<file path="src/rtl/elevator_scan_ctrl_if.sv">
// Floor-request handshake between a requester (master) and the car controller (slave).
interface elevator_scan_ctrl_if #(
  parameter int FW = 4
);
  logic          valid_in;
  logic [FW-1:0] floor_in;
  logic          ready_out;

  modport master (output valid_in, floor_in, input  ready_out);
  modport slave  (input  valid_in, floor_in, output ready_out);
endinterface

</file>
<file path="src/rtl/elevator_scan_ctrl.sv">
// SCAN elevator controller for one car: pending-floor bitmap, travel/dwell timing,
// and direction reversal only when nothing remains ahead.
module elevator_scan_ctrl #(
  parameter  int NUM_FLOORS  = 16,
  parameter  int MAX_REQ     = 4,
  parameter  int FLOOR_TICKS = 4,
  parameter  int DOOR_TICKS  = 8,
  localparam int FW          = $clog2(NUM_FLOORS),
  localparam int CW          = $clog2(NUM_FLOORS + 1)
) (
  input  logic                  clk,
  input  logic                  reset_n,
  elevator_scan_ctrl_if.slave   req,
  output logic [FW-1:0]         current_floor,
  output logic                  dir_up,
  output logic                  moving,
  output logic                  door_open,
  output logic                  stop_pulse,
  output logic                  req_err,
  output logic [NUM_FLOORS-1:0] pending_map,
  output logic [CW-1:0]         pending_count
);

  localparam int TMAX = (FLOOR_TICKS > DOOR_TICKS) ? FLOOR_TICKS : DOOR_TICKS;
  localparam int TW   = $clog2(TMAX + 1);

  localparam logic [1:0] S_IDLE = 2'd0;
  localparam logic [1:0] S_UP   = 2'd1;
  localparam logic [1:0] S_DN   = 2'd2;
  localparam logic [1:0] S_DOOR = 2'd3;

  logic [1:0]            state, state_nxt;
  logic [TW-1:0]         timer, timer_nxt;
  logic [FW-1:0]         cur, cur_nxt, step;
  logic                  dir, dir_nxt;
  logic [NUM_FLOORS-1:0] pend, pend_nxt, pend_acc, set_mask, clr_mask;
  logic [NUM_FLOORS-1:0] req_oh, cur_oh, step_oh;
  logic [CW-1:0]         cnt;
  logic                  acc, oor, restart;
  logic                  above, below, ahead;

  function automatic logic [CW-1:0] popcnt(input logic [NUM_FLOORS-1:0] v);
    popcnt = '0;
    for (int i = 0; i < NUM_FLOORS; i++) popcnt = popcnt + CW'(v[i]);
  endfunction

  assign req.ready_out = (cnt < CW'(MAX_REQ));
  assign acc           = req.valid_in && req.ready_out;
  assign step          = (state == S_DN) ? cur - 1'b1 : cur + 1'b1;

  always_comb begin
    req_oh  = '0;
    cur_oh  = '0;
    step_oh = '0;
    for (int i = 0; i < NUM_FLOORS; i++) begin
      req_oh[i]  = (int'(req.floor_in) == i);
      cur_oh[i]  = (int'(cur) == i);
      step_oh[i] = (int'(step) == i);
    end
  end

  // A request for the floor whose door is open only extends the dwell.
  assign oor      = ~|req_oh;
  assign restart  = acc && (state == S_DOOR) && |(req_oh & cur_oh);
  assign set_mask = (acc && !restart) ? req_oh : '0;
  assign pend_acc = pend | set_mask;

  // above/below look at registered state; "ahead" after a step also sees this cycle's accept.
  always_comb begin
    above = 1'b0;
    below = 1'b0;
    ahead = 1'b0;
    for (int i = 0; i < NUM_FLOORS; i++) begin
      if (i > int'(cur)) above = above | pend[i];
      if (i < int'(cur)) below = below | pend[i];
      if (state == S_DN) begin
        if (i < int'(step)) ahead = ahead | pend_acc[i];
      end else begin
        if (i > int'(step)) ahead = ahead | pend_acc[i];
      end
    end
  end

  always_comb begin
    state_nxt = state;
    timer_nxt = timer;
    cur_nxt   = cur;
    dir_nxt   = dir;
    clr_mask  = '0;
    case (state)
      S_IDLE: begin
        timer_nxt = '0;
        if (|(pend & cur_oh)) begin
          state_nxt = S_DOOR;
          clr_mask  = cur_oh;
        end else if (above && below) begin
          state_nxt = dir ? S_UP : S_DN;
        end else if (above) begin
          state_nxt = S_UP;
          dir_nxt   = 1'b1;
        end else if (below) begin
          state_nxt = S_DN;
          dir_nxt   = 1'b0;
        end
      end
      S_UP, S_DN: begin
        if (timer == TW'(FLOOR_TICKS - 1)) begin
          timer_nxt = '0;
          cur_nxt   = step;
          if (|(pend_acc & step_oh)) begin
            state_nxt = S_DOOR;
            clr_mask  = step_oh;
          end else if (!ahead) begin
            state_nxt = S_IDLE;
          end
        end else begin
          timer_nxt = timer + 1'b1;
        end
      end
      default: begin
        if (restart) begin
          timer_nxt = '0;
        end else if (timer == TW'(DOOR_TICKS - 1)) begin
          timer_nxt = '0;
          if (dir && above) begin
            state_nxt = S_UP;
          end else if (below) begin
            state_nxt = S_DN;
            dir_nxt   = 1'b0;
          end else if (above) begin
            state_nxt = S_UP;
            dir_nxt   = 1'b1;
          end else begin
            state_nxt = S_IDLE;
          end
        end else begin
          timer_nxt = timer + 1'b1;
        end
      end
    endcase
    // Clearing the floor being served wins over a same-cycle accept for it.
    pend_nxt = pend_acc & ~clr_mask;
  end

  always_ff @(posedge clk or negedge reset_n) begin
    if (!reset_n) begin
      state      <= S_IDLE;
      timer      <= '0;
      cur        <= '0;
      dir        <= 1'b1;
      pend       <= '0;
      cnt        <= '0;
      stop_pulse <= 1'b0;
      req_err    <= 1'b0;
    end else begin
      state      <= state_nxt;
      timer      <= timer_nxt;
      cur        <= cur_nxt;
      dir        <= dir_nxt;
      pend       <= pend_nxt;
      cnt        <= popcnt(pend_nxt);
      stop_pulse <= (state_nxt == S_DOOR) && (state != S_DOOR);
      req_err    <= acc && oor;
    end
  end

  assign current_floor = cur;
  assign dir_up        = dir;
  assign moving        = (state == S_UP) || (state == S_DN);
  assign door_open     = (state == S_DOOR);
  assign pending_map   = pend;
  assign pending_count = cnt;

endmodule
</file>
<file path="src/flat_wrapper.sv">
// flat-port wrapper written by rule: the top's interface ports become plain ports
module elevator_scan_ctrl_flat 
#(
  parameter  int NUM_FLOORS  = 16,
  parameter  int MAX_REQ     = 4,
  parameter  int FLOOR_TICKS = 4,
  parameter  int DOOR_TICKS  = 8,
  localparam int FW          = $clog2(NUM_FLOORS),
  localparam int CW          = $clog2(NUM_FLOORS + 1)
)
  (clk, reset_n, current_floor, dir_up, moving, door_open, stop_pulse, req_err, pending_map, pending_count, req_valid_in, req_floor_in, req_ready_out);
  elevator_scan_ctrl_if req_i ();
  input  logic clk;
  input  logic reset_n;
  output logic [FW-1:0] current_floor;
  output logic dir_up;
  output logic moving;
  output logic door_open;
  output logic stop_pulse;
  output logic req_err;
  output logic [NUM_FLOORS-1:0] pending_map;
  output logic [CW-1:0] pending_count;
  input wire logic [$bits(req_i.valid_in)-1:0] req_valid_in;
  input wire logic [$bits(req_i.floor_in)-1:0] req_floor_in;
  output wire logic [$bits(req_i.ready_out)-1:0] req_ready_out;
  assign req_i.valid_in = req_valid_in;
  assign req_i.floor_in = req_floor_in;
  assign req_ready_out = req_i.ready_out;
  elevator_scan_ctrl #(.NUM_FLOORS(NUM_FLOORS), .MAX_REQ(MAX_REQ), .FLOOR_TICKS(FLOOR_TICKS), .DOOR_TICKS(DOOR_TICKS)) u_core (.clk(clk), .reset_n(reset_n), .req(req_i), .current_floor(current_floor), .dir_up(dir_up), .moving(moving), .door_open(door_open), .stop_pulse(stop_pulse), .req_err(req_err), .pending_map(pending_map), .pending_count(pending_count));
endmodule
</file>
<file path="config.mk">
export PLATFORM = sky130hd
export DESIGN_NAME = elevator_scan_ctrl_flat
export DESIGN_NICKNAME = d
export VERILOG_FILES = /design/src/rtl/elevator_scan_ctrl_if.sv /design/src/rtl/elevator_scan_ctrl.sv /design/src/flat_wrapper.sv
export SDC_FILE = /design/constraint.sdc
export NUM_CORES = 1
export LEC_CHECK = 0
export CORE_MARGIN = 2
export CORE_UTILIZATION = 30
export CTS_BUF_LIST = sky130_fd_sc_hd__clkbuf_4 sky130_fd_sc_hd__clkbuf_8
export DETAILED_ROUTE_END_ITERATION = 10
export GPL_TIMING_DRIVEN = 0
export PLACE_DENSITY = 0.58
export SLEW_MARGIN = 25
export SYNTH_ARGS = -nofsm -noshare
export SYNTH_HDL_FRONTEND = slang
export SYNTH_SLANG_ARGS = --single-unit
</file>
<file path="constraint.sdc">
create_clock -name clk -period 7.1 [get_ports clk]
set_input_delay 1.065 -clock clk [delete_from_list [all_inputs] [get_ports clk]]
set_output_delay 1.065 -clock clk [all_outputs]
set_load 0.05 [all_outputs]
</file>
### After elaboration in Yosys (flattened, before gate mapping)

Cells that the tools add are included.

| operators by class | value |
|---|---|
| magnitude comparators | 61 |
| multiplexer cells | 110 |
| bitwise logic cells | 50 |
| add/subtract/negate cells | 18 |
| reduce and logical (&&, ||, !) cells | 24 |
| equality and inequality tests | 56 |

Operators by type and width:

| operator | number |
|---|---|
| $eq 4x4->1 const B | 24 |
| $mux 1 | 86 |
| $add 5x1->5 | 14 |
| $and 16x16->16 | 4 |
| $gt 4x4->1 const A | 16 |
| $mux 16 | 4 |
| $reduce_or 16->1 | 4 |
| $lt 4x4->1 const A | 14 |
| $eq 4x3->1 const B | 13 |
| $or 1x1->1 | 43 |
| $gt 3x4->1 const A | 8 |
| $lt 3x4->1 const A | 8 |
| $pmux 16 s2 | 1 |
| $eq 4x2->1 const B | 7 |
| $mux 2 | 12 |
| $gt 2x4->1 const A | 4 |
| $lt 1x4->1 const A | 4 |
| $lt 2x4->1 const A | 4 |
| $mux 4 | 4 |
| $not 16->16 | 1 |
| $or 16x16->16 | 1 |
| $eq 4x1->1 const B | 3 |
| $logic_not 4->1 | 3 |
| $ne 2x2->1 const B | 5 |
| 19 further kinds | 32 |

| storage, ports and cells | value |
|---|---|
| logic and storage cells | 327 |
| input port bits | 7 |
| flip-flop bits (word level) | 34 |
| output and inout port bits | 31 |

### Longest topological paths before layout

Gate-level depths: netlist of the first run.

| logic depth | value |
|---|---|
| word-level depth | 61 |
| mapped depth | 25 |
| mapped depth without buffers | 23 |

### Least setup slack after synthesis of the first run

OpenSTA, ideal clock, no wires.

| path | value |
|---|---|
| kind | flip-flop to flip-flop |
| from | register u_core.cur[0] (netlist: u_core.current_floor[0]) |
| to | register u_core.cnt[4] (netlist: u_core.pending_count[4]) |
| required time | 6.981 ns |
| path buffers | 1 |
| cell stages (with the launch flop) | 25 |
| arrival time | 6.855 ns |
| period minus slack after synthesis | 6.974 ns |
| path slack | 0.126 ns |
| setup time | 0.119 ns |
| cell sequence | dfrtp_1 -> buf_2 -> inv_1 -> ha_1 -> or3b_1 -> o22ai_1 -> a211oi_2 -> a21o_1 -> a41o_1 -> o211ai_1 -> nand4_1 -> o31ai_4 -> nor2_1 -> a221oi_1 -> ha_1 -> inv_1 -> fa_1 -> fa_1 -> fa_1 -> fa_1 -> inv_1 -> fa_1 -> fa_1 -> a21oi_1 -> nor2b_1 |

| on the way | value |
|---|---|
| word-level cells in the longest chain between the ends | 30 |
| elaborated cells on any way between the ends | 67 |
| those cells by class | add/sub (17); eq/ne (30); mux (6); bitwise (6); reduce/logical (8) |

Ends and longest elaborated chain:

| item | line | text |
|---|---|---|
| start, declared | elevator_scan_ctrl.sv:34 | `logic [FW-1:0] cur, cur_nxt, step;` |
| start signal, assigned | elevator_scan_ctrl.sv:158 | `cur <= cur_nxt;` |
| $eq 4x2->1 (tied with other cells) | elevator_scan_ctrl.sv:57 | `cur_oh[i] = (int'(cur) == i);` |
| $and 16x16->16 | elevator_scan_ctrl.sv:64 | `assign restart = acc && (state == S_DOOR) && \|(req_oh & cur_oh);` |
| $reduce_or 16->1 | elevator_scan_ctrl.sv:64 |  |
| $logic_and 1x1->1 | elevator_scan_ctrl.sv:64 |  |
| $logic_not 1->1 | elevator_scan_ctrl.sv:65 | `assign set_mask = (acc && !restart) ? req_oh : '0;` |
| $logic_and 1x1->1 | elevator_scan_ctrl.sv:65 |  |
| $mux 16 | elevator_scan_ctrl.sv:65 |  |
| $or 16x16->16 | elevator_scan_ctrl.sv:66 | `assign pend_acc = pend \| set_mask;` |
| [... 2 more ...] | -- |  |
| $mux 16 | elevator_scan_ctrl.sv:110 | `if (\|(pend_acc & step_oh)) begin` |
| $mux 16 | elevator_scan_ctrl.sv:107 | `if (timer == TW'(FLOOR_TICKS - 1)) begin` |
| $pmux 16 s2 | elevator_scan_ctrl.sv:90 | `case (state)` |
| $not 16->16 | elevator_scan_ctrl.sv:142 | `pend_nxt = pend_acc & ~clr_mask;` |
| $and 16x16->16 (*) | elevator_scan_ctrl.sv:142 |  |
| via u_core.pend_nxt[1] | elevator_scan_ctrl.sv:36 | `logic [NUM_FLOORS-1:0] pend, pend_nxt, pend_acc, set_mask, clr_mask;` |
| $add 1x1->2 (*) | elevator_scan_ctrl.sv:44 | `for (int i = 0; i < NUM_FLOORS; i++) popcnt = popcnt + CW'(v[i]);` |
| $add 5x1->5 (*) (14 in a row) | elevator_scan_ctrl.sv:44 |  |
| end signal, assigned | elevator_scan_ctrl.sv:161 | `cnt <= popcnt(pend_nxt);` |
| end, declared | elevator_scan_ctrl.sv:38 | `logic [CW-1:0] cnt;` |

The timed path passes the listed nets; every way through them passes the cells marked *.
A chain may end at the register's enable or synchronous reset.

### Worst setup path in the final report of the first run

Ends and elaborated chain as after synthesis.

==> results.cfg, run 1 <==
[final_layout]
final_cell_mix = a21oi_1 (40), nand2_1 (39), nor2_1 (36)
layout.cells.non_filler = 703
syn2layout_area_growth_pct = 33.3
design_area_um2 = 5010
final_common_cell = a21oi_1
antenna_cells = 0
drive_gt1_share_pct = 19.6
nets = 566

[worst_setup_path]
endpoint_kind = flop
critPathArrivalTime_ns = 7.11
cp.required_ns = 7.30
critPathKind = flop to flop
cp-start-kind = flop
crit_fanout = 10

[clock_network]
clock-sinks = 34
clkTransAtPathRegs_ns = 0.08
cts.htree.levels = 2
cts_buffer_depth = 2
cts_made_buffers = 5
cts_tree = done
clock_latency_ns = 0.31
root_buffer = clkbuf_8
cts_hold_buf = 0

[synthesis]
avgSynthCellArea_um2 = 7.96
synth-edff-count = 0
syn_area_um2 = 3760
ys_ff_latch = 34
synth_cells = 472
synth_flop_cell = dfrtp_1
yosys_warnings = 0
yosysUniqueCellTypes = 77
seq_area_frac_synth_pct = 22.7
synth_nets = 504
async_reset_ff_share_pct = 100

[routing]
drt_iter0_markers = 682
dr.pass1.iters = 5
postRouteAntennaNets = 0
num_vias = 4391
drc_errors = 0
via_per_inst = 6.25
wl_per_cell_um = 22.8
wl_um = 16000

[sta]
layout_worst_path_cycle_share_pct = 97.4
fin_skew_ns = 0.00685
finalSetupViolCount = 0
hold_viol = 0
max_freq_ghz = 0.145
slew_headroom_pct = 44.0
maxSlewViolCount = 0
setup_slack_ns = 0.184
period_minus_slack_ns = 6.92
timing_worst_slew_pin_value_ns = 0.833

[place]
place_ws_ns = -1.68
placed_cell_area_um2 = 4380
gp_congestion = 0.931
dp_cells = 679
io_buffers = 37
dpl.hpwl_um = 12000

[floorplanning]
die_w_um = 116
start_util_pct = 31.0
rows = 40
fp.dieH_um = 116
core_area_um2 = 12100
die_area_um2 = 13400
num_io_pins = 38

[global_routing]
grt_pass1_wl_um = 24400
grt_antenna_before_repair = 0
grt_max_degree = 24
track_usage_pct = 24.1
grt_pass1_vias = 4231
grt-ovfl-total = 0

[worst_hold_path]
hold_class = flop to flop

[flow_run]
drv_cap = 0

[run_status]
status = finished, final reports clean
==> per-stage QoR <==
step	hold slack, ns	TNS, ns	utilization, %
after floorplan	0.432	0	-
after global placement	0.453	-7.14	35.8
after detailed placement	0.457	-7.30	36.1
after CTS	0.473	0	39.8
after global routing	0.499	-0.0135	41.3
final	0.478	0	41.3
==> path summary, 6_finish.rpt <==
check,start,to,cells after the start,slack [ns]
min reg2reg,u_core.timer[0],u_core.timer[0],1,0.48
max in group asynchronous,reset_n,u_core.dir_up,2,5.91
max reg2reg,u_core.current_floor[0],u_core.pending_count[4],26,0.18
min in group asynchronous,reset_n,u_core.current_floor[3],1,0.67
min,u_core.timer[0],u_core.timer[0],1,0.48
max,u_core.current_floor[0],u_core.pending_count[4],26,0.18
==> registers in the layout (all words and copies together) (netlist names) <==
register / cells
u_core.pending_count: 5
u_core.current_floor: 4
u_core.state: 2
u_core.stop_pulse: 1
u_core.req_err: 1
u_core.pending_map: 16
u_core.dir_up: 1
u_core.timer: 4
==> cell type report <==
| type | count | area, um^2 |
|---|---|---|
| Fill cell | 1273 | 7110 |
| Clock buffer | 6 | 82.6 |
| Sequential cell | 34 | 855 |
| Tap cell | 168 | 210 |
| Multi-Input combinational cell | 390 | 3100 |
| Clock inverter | 2 | 12.5 |
| Buffer | 24 | 140 |
| Inverter | 23 | 90.1 |
| Timing Repair Buffer | 56 | 517 |
==> cells by family (layout without fill, tap and decap cells) <==
group           after synthesis  count (layout)  share of synthesized area (%)
flops                        34              34                           22.7
compound gates              172             172                           33.1
mux                           5               5                           1.73
fa+ha+maj                    25              25                           10.3
xor+xnor                     10              10                           2.33
simple gates                177             177                           24.6
other cells                   1               1                         0.0998
buf+inv                      48             111                           5.10
==> critical path, stage by stage, from the launching register on <==
cell and delay, ns:
dfrtp_2 0.44, buf_4 0.22, clkinvlp_4 0.15, ha_1 0.24, clkbuf_2 0.23, mux2i_4 0.23, o22ai_4 0.11, a211oi_4 0.37
nand2_1 0.19, a21oi_2 0.24, a21oi_2 0.15, a2111oi_4 0.38, o31ai_4 0.10, buf_6 0.14, nor2_4 0.18, a221oi_4 0.11
ha_1 0.31, inv_1 0.07, fa_1 0.43, fa_1 0.55, fa_1 0.43, fa_1 0.49, inv_1 0.05, fa_1 0.40
fa_2 0.37, a21oi_1 0.16, nor2b_1 0.06
==> cell usage after synthesis (5+ instances only) <==
master | instances | area share (%)
o21ai_0 | 17 | 2.3
nor2_1 | 39 | 3.9
buf_2 | 9 | 1.2
xnor2_1 | 5 | 1.2
ha_1 | 15 | 5.0
a21o_1 | 11 | 2.2
dfrtp_1 | 33 | 22
inv_1 | 23 | 2.3
clkbuf_1 | 15 | 1.5
xor2_1 | 5 | 1.2
nor3_1 | 11 | 1.5
a221oi_1 | 10 | 2.3
a211oi_1 | 7 | 1.4
and2_1 | 13 | 2.2
a31oi_1 | 10 | 1.7
nor4_1 | 5 | 0.83
a21oi_1 | 43 | 5.7
nand2_1 | 39 | 3.9
nand4_1 | 11 | 1.8
nand3_1 | 15 | 2.0
fa_1 | 10 | 5.3
nand2b_1 | 9 | 1.5
nor2b_1 | 10 | 1.7
==> routing by layer <==
layer / up-vias / global-route usage, % / routed length, um
li1: 1938 / - / -
met1: 2147 / 32.7 / 6690
met2: 263 / 36.8 / 7270
met3: 43 / 5.49 / 1440
met4: 0 / 10.8 / 616
met5: - / 0 / 0
==> timing repair <==
item                                    CTS  global route
gates resized for setup                  63            33
pin swaps                                14             7
cloned                                    0             0
setup buffers                            11             6
endpoints found under the setup margin    5             4
Power of run 1 is left out: the tool's default activity adds up to more than one toggle a clock period on the data nets, which glitch-free logic cannot reach.
==> run 2, diff against run 1 <==
--- a/config.mk
+++ b/config.mk
@@ -5,12 +5,14 @@
 export SDC_FILE = /design/constraint.sdc
 export NUM_CORES = 1
 export LEC_CHECK = 0
+export CAP_MARGIN = 20
 export CORE_MARGIN = 2
-export CORE_UTILIZATION = 30
+export CORE_UTILIZATION = 54
 export CTS_BUF_LIST = sky130_fd_sc_hd__clkbuf_4 sky130_fd_sc_hd__clkbuf_8
+export CTS_CLUSTER_SIZE = 16
 export DETAILED_ROUTE_END_ITERATION = 10
 export GPL_TIMING_DRIVEN = 0
-export PLACE_DENSITY = 0.58
+export PLACE_DENSITY = 0.88
 export SLEW_MARGIN = 25
 export SYNTH_ARGS = -nofsm -noshare
 export SYNTH_HDL_FRONTEND = slang
==> run 2 against run 1 <==
Non-clock buffer count is 3 lower; global-route usage is 16 points higher; register-to-register slack worse by 0.06 ns; sequential share of layout area is 0.57 points higher; wire length is 3.7% lower; critical path depth is 5 lower; core utilization is 30 points higher; critical path type unchanged; highest routed layer unchanged.
==> results.cfg, run 2 (synthesized netlist as in run 1, its figures left out) <==
[run_status]
status = finished, final reports clean

[final_layout]
final_common_cell = a21oi_1
antenna_cells = 0
seqCellArea_um2 = 855
nets = 563
drive_gt1_share_pct = 19.9
syn2layout_area_growth_pct = 29.0
fillers = 573
multiInputGateArea_um2 = 3070
final_cell_mix = a21oi_1 (39), nand2_1 (38), nor2_1 (36)
utilization_pct = 71.7
largest_reg_flops = 16

[worst_hold_path]
hold_class = flop to flop
hold_path.startpoint = u_core.timer[0]
hold_depth = 1
hold_end = u_core.timer[0]

[floorplanning]
start_util_pct = 55.6
die_w_um = 87.4
core_area_um2 = 6760
die_area_um2 = 7640
fp.dieH_um = 87.4
num_io_pins = 38
rows = 30

[worst_setup_path]
r2r_end = u_core.pending_count[4]
reg2regPathDepth = 21
crit_fanout = 10
rrSetupSlack_ns = 0.13
critPathArrivalTime_ns = 7.16
endpoint_kind = flop
cp-start-kind = flop
cp.required_ns = 7.28
critPathKind = flop to flop
reg2reg_from = u_core.current_floor[2]

[clock_network]
clock-sinks = 34
cts_hold_buf = 0
clock_latency_ns = 0.30
cts_tree = done
cts_buffer_depth = 2
cts_made_buffers = 5
root_buffer = clkbuf_8
cts.htree.levels = 2
clkTransAtPathRegs_ns = 0.09

[routing]
drt_iter0_markers = 819
dr.pass1.iters = 8
wl_per_cell_um = 25.2
postRouteAntennaNets = 0
via_per_inst = 7.47
wl_um = 15400
drc_errors = 0
num_vias = 4571

[sta]
timing_worst_slew_pin_value_ns = 0.953
setup_slack_ns = 0.129
period_minus_slack_ns = 6.97
maxSlewViolCount = 0
max_freq_ghz = 0.143
fin_skew_ns = 0.0196
slew_headroom_pct = 35.8
hold_viol = 0
finalSetupViolCount = 0
layout_worst_path_cycle_share_pct = 98.2

[global_routing]
grt_max_degree = 31
grt_pass1_wl_um = 23000
grt-ovfl-total = 0
grt_pass1_vias = 4244
grt_antenna_before_repair = 0
track_usage_pct = 39.8

[place]
gp_congestion = 1.03
place_ws_ns = -1.48
dpl.hpwl_um = 11200
io_buffers = 37

[flow_run]
drv_cap = 0
run 2: critical path, stage by stage (launching register included):
cell      delay [ns]
dfrtp_1         0.35
buf_2           0.22
clkbuf_2        0.33
clkbuf_1        0.48
clkbuf_2        0.39
mux2_2          0.37
o21ai_1         0.40
nand2_1         0.20
nor2_1          0.28
and2_1          0.29
a221oi_2        0.10
ha_1            0.30
inv_1           0.05
fa_1            0.48
fa_1            0.57
fa_1            0.45
fa_1            0.51
inv_1           0.06
fa_2            0.38
fa_2            0.40
a21oi_2         0.15
nor2b_1         0.06
run 2: cell type report:
class	count	area share, %
tap	80	2.07
multi-input combinational	390	63.4
buffer	23	2.82
clock buffer	7	1.86
timing repair buffer	54	10.2
sequential	34	17.6
inverter	23	1.86
clock inverter	1	0.103
run 2: worst max-delay path by stage:
stage | start | slack (ns) | cells past startpoint | to
4_1_cts | u_core.current_floor[0] | 0.002 | 24 | u_core.pending_count[4]
3_3_place_gp | req_floor_in[0] | -1.32 | 23 | u_core.pending_count[4]
2_1_floorplan | u_core.current_floor[0] | 0.13 | 24 | u_core.pending_count[4]
3_5_place_dp | req_floor_in[0] | -1.48 | 23 | u_core.pending_count[4]
6_report | u_core.current_floor[2] | 0.13 | 21 | u_core.pending_count[4]
5_1_grt | u_core.state[0] | -0.06 | 25 | u_core.pending_count[4]
run 2: metal layers:
layer / wire (um) / track usage, % / part of all wire, %
met4: 980 / 22.4 / 6.4
met1: 5710 / 50.8 / 37
met5: 0 / 0 / 0
met3: 1640 / 6.73 / 11
met2: 7080 / 63.7 / 46
run 2: repair_timing:
action,in CTS,in global routing
setup endpoints to repair,5,4
setup buffers,8,7
pin swaps,13,20
resized for setup,49,53
run 2: per-stage QoR:
step	cells	area, um^2	TNS (ns)	hold slack (ns)
detailed placement	591	4260	-6.10	0.457
global route	612	4840	-0.0564	0.484
floorplan	472	3760	0	0.432
finish	612	4840	0	0.465
global placement	589	4230	-5.56	0.445
CTS	606	4620	0	0.467
Power of run 2 is left out for the same reason.
==> run 3, diff against run 2 <==
--- a/config.mk
+++ b/config.mk
@@ -5,6 +5,7 @@
 export SDC_FILE = /design/constraint.sdc
 export NUM_CORES = 1
 export LEC_CHECK = 0
+export ABC_AREA = 1
 export CAP_MARGIN = 20
 export CORE_MARGIN = 2
 export CORE_UTILIZATION = 54
@@ -12,7 +13,7 @@
 export CTS_CLUSTER_SIZE = 16
 export DETAILED_ROUTE_END_ITERATION = 10
 export GPL_TIMING_DRIVEN = 0
-export PLACE_DENSITY = 0.88
+export PLACE_DENSITY = 0.89
 export SLEW_MARGIN = 25
 export SYNTH_ARGS = -nofsm -noshare
 export SYNTH_HDL_FRONTEND = slang
==> run 3 against run 2 <==
Synthesized area fell by 6.1%; register-to-register slack improved by 0.19 ns; clock skew fell by 0.012 ns; clock-buffer cell count fell by 1; die area fell by 5.8%; global-route usage fell by 4.9 points; via count fell by 13%; highest routed layer unchanged; largest cell class unchanged; synthesized cell count rose by 18%; non-clock buffer count fell by 27; core utilization fell by 6.1 points; first-iteration DRC count fell by 47%.
==> results.cfg, run 3 <==
[sta]
setup_slack_ns = 0.286
timing_worst_slew_pin_value_ns = 0.661
finalSetupViolCount = 0
period_minus_slack_ns = 6.81
tns_ns = 0
max_freq_ghz = 0.147
fin_skew_ns = 0.00776
layout_worst_path_cycle_share_pct = 96.0
hold_viol = 0
maxSlewViolCount = 0
hold_ws_ns = 0.473
slew_headroom_pct = 55.8

[clock_network]
cts.htree.levels = 2
cts_hold_buf = 0
cts_buffer_depth = 2
root_buffer = clkbuf_8
cts_made_buffers = 5
clkTransAtPathRegs_ns = 0.08
clock_latency_ns = 0.30
cts_tree = done
clock-sinks = 34

[routing]
drt_iter0_markers = 434
postRouteAntennaNets = 0
dr.pass1.iters = 6
num_vias = 3983
wl_um = 12300
via_per_inst = 5.84
wl_per_cell_um = 18.0
drc_errors = 0

[power_and_ir_drop]
p_leak_nw = 2.16
p_per_area_nw_per_um2 = 89.4
ir_worst_vdd_mv = 0.0693

[global_routing]
grt_pass1_wl_um = 19300
grt_pass1_vias = 3658
grt_antenna_before_repair = 0
grt-ovfl-total = 0
grt_max_degree = 27
track_usage_pct = 34.9
met1_usage_pct = 48.4
grt_use_met3_pct = 5.54
top_usage_layer = met2
grt.met2_usage_pct = 55.4

[final_layout]
drive_gt1_share_pct = 7.60
final_common_cell = nand2_1
multiInputGateArea_um2 = 2300
fillers = 605
largest_reg_flops = 16
seqCellArea_um2 = 852
utilization_pct = 65.6
final_cell_mix = nand2_1 (160), inv_1 (90), nor2_1 (75)
syn2layout_area_growth_pct = 18.1
design_area_um2 = 4170
nets = 636
antenna_cells = 0

[synthesis]
synth_commonest_cells = nand2_1 (162), inv_1 (90), nor2_1 (80), dfrtp_1 (33)
synth_flop_cell = dfrtp_1
yosys.area.top_type = dfrtp_1
ys_ff_latch = 34
seq_area_frac_synth_pct = 24.2
syn_area_um2 = 3530
yosysMostFrequentCell = nand2_1
yosysUniqueCellTypes = 41
netlist.area_leader.share_pct = 23.4
synth_cells = 557
synth-edff-count = 0
avgSynthCellArea_um2 = 6.33
async_reset_ff_share_pct = 100
synth_area_leaders = dfrtp_1 (23%), nand2_1 (17%), inv_1 (9.6%), nor2_1 (8.5%), fa_1 (5.7%)
synth_nets = 589
yosys_warnings = 0

[place]
placed_cell_area_um2 = 4010
dpl.hpwl_um = 10100
place_ws_ns = -0.326
gp_congestion = 0.991
io_buffers = 37

[worst_setup_path]
critPathArrivalTime_ns = 6.99
cpMostUsedCell = nand2_1
cp-start-kind = primary input
cp.required_ns = 7.28
endpoint_kind = flop
cpMaxStageDelayCell = clkdlybuf4s50_1
cp_slowest_stage_delay_ns = 0.59
critPathKind = primary input to flop
crit_fanout = 10

[floorplanning]
die_area_um2 = 7190
rows = 29
die_w_um = 84.8
core_area_um2 = 6350
num_io_pins = 38
fp.dieH_um = 84.8
start_util_pct = 55.5

[run_status]
status = finished, final reports clean

[flow_run]
drv_cap = 0

[worst_hold_path]
hold_class = flop to flop
==> run 3: power breakdown <==
part / internal (mW) / switching (mW)
clock network: 0.0781 / 0.0819
registers: 0.194 / 0.0000623
logic: 0.00622 / 0.0122
total: 0.278 / 0.0942
==> run 3: kinds of logic after synthesis <==
| kind of cell | after synthesis | share of synthesized area [%] |
|---|---|---|
| AND/OR/NAND/NOR | 290 | 33.6 |
| AO/OA/AOI/OAI | 98 | 18.0 |
| XOR/XNOR | 6 | 1.49 |
| adder cells (fa/ha/maj) | 25 | 11.0 |
| other | 1 | 0.106 |
| buffers and inverters | 103 | 11.7 |
| flip-flops | 34 | 24.2 |
==> run 3: final cells by class <==
type                            instances  area share [%]
Tap cell                               77            2.31
Buffer                                  9            1.44
Sequential cell                        34            20.5
Clock inverter                          2           0.300
Inverter                               93            8.38
Timing Repair Buffer                   41            9.85
Clock buffer                            6            1.98
Multi-Input combinational cell        420            55.3
==> run 3: path summary, 6_finish.rpt <==
check	startpoint	endpoint	slack, ns	cells after the start
min	u_core.timer[0]	u_core.timer[0]	0.47	1
max reg2reg	u_core.current_floor[0]	u_core.pending_count[4]	0.32	28
max in group asynchronous	reset_n	u_core.dir_up	5.97	2
max	req_floor_in[1]	u_core.pending_count[4]	0.29	31
min in group asynchronous	reset_n	u_core.pending_map[12]	0.63	1
min reg2reg	u_core.timer[0]	u_core.timer[0]	0.47	1
==> run 3: per-stage QoR <==
stage	cells	total power [mW]
global route	682	0.379
global placement	671	0.214
floorplan	557	0.204
finish	682	0.372
CTS	680	0.373
detailed placement	672	0.215
==> run 3: what timing repair did <==
| action | in CTS | in global routing |
|---|---|---|
| hold endpoints to repair | 0 | 0 |
| setup endpoints to repair | 2 | 4 |
| buffers inserted | 0 | 3 |
| resized for setup | 1 | 16 |
| pin swaps | 0 | 2 |
==> run 3: critical path: cells and delay by family <==
kind / cells / cell delay, ns
compound gates: 4 / 0.59
buf+inv: 5 / 0.94
simple gates: 15 / 1.42
fa+ha+maj: 7 / 3.01
==> run 3: metal layers <==
| layer | part of all wire, % | routed length [um] |
|---|---|---|
| met2 | 46 | 5600 |
| met3 | 9.3 | 1140 |
| met4 | 3.2 | 390 |
| met5 | 0 | 0 |
| met1 | 42 | 5130 |
Power figures use the tool's default switching activity.
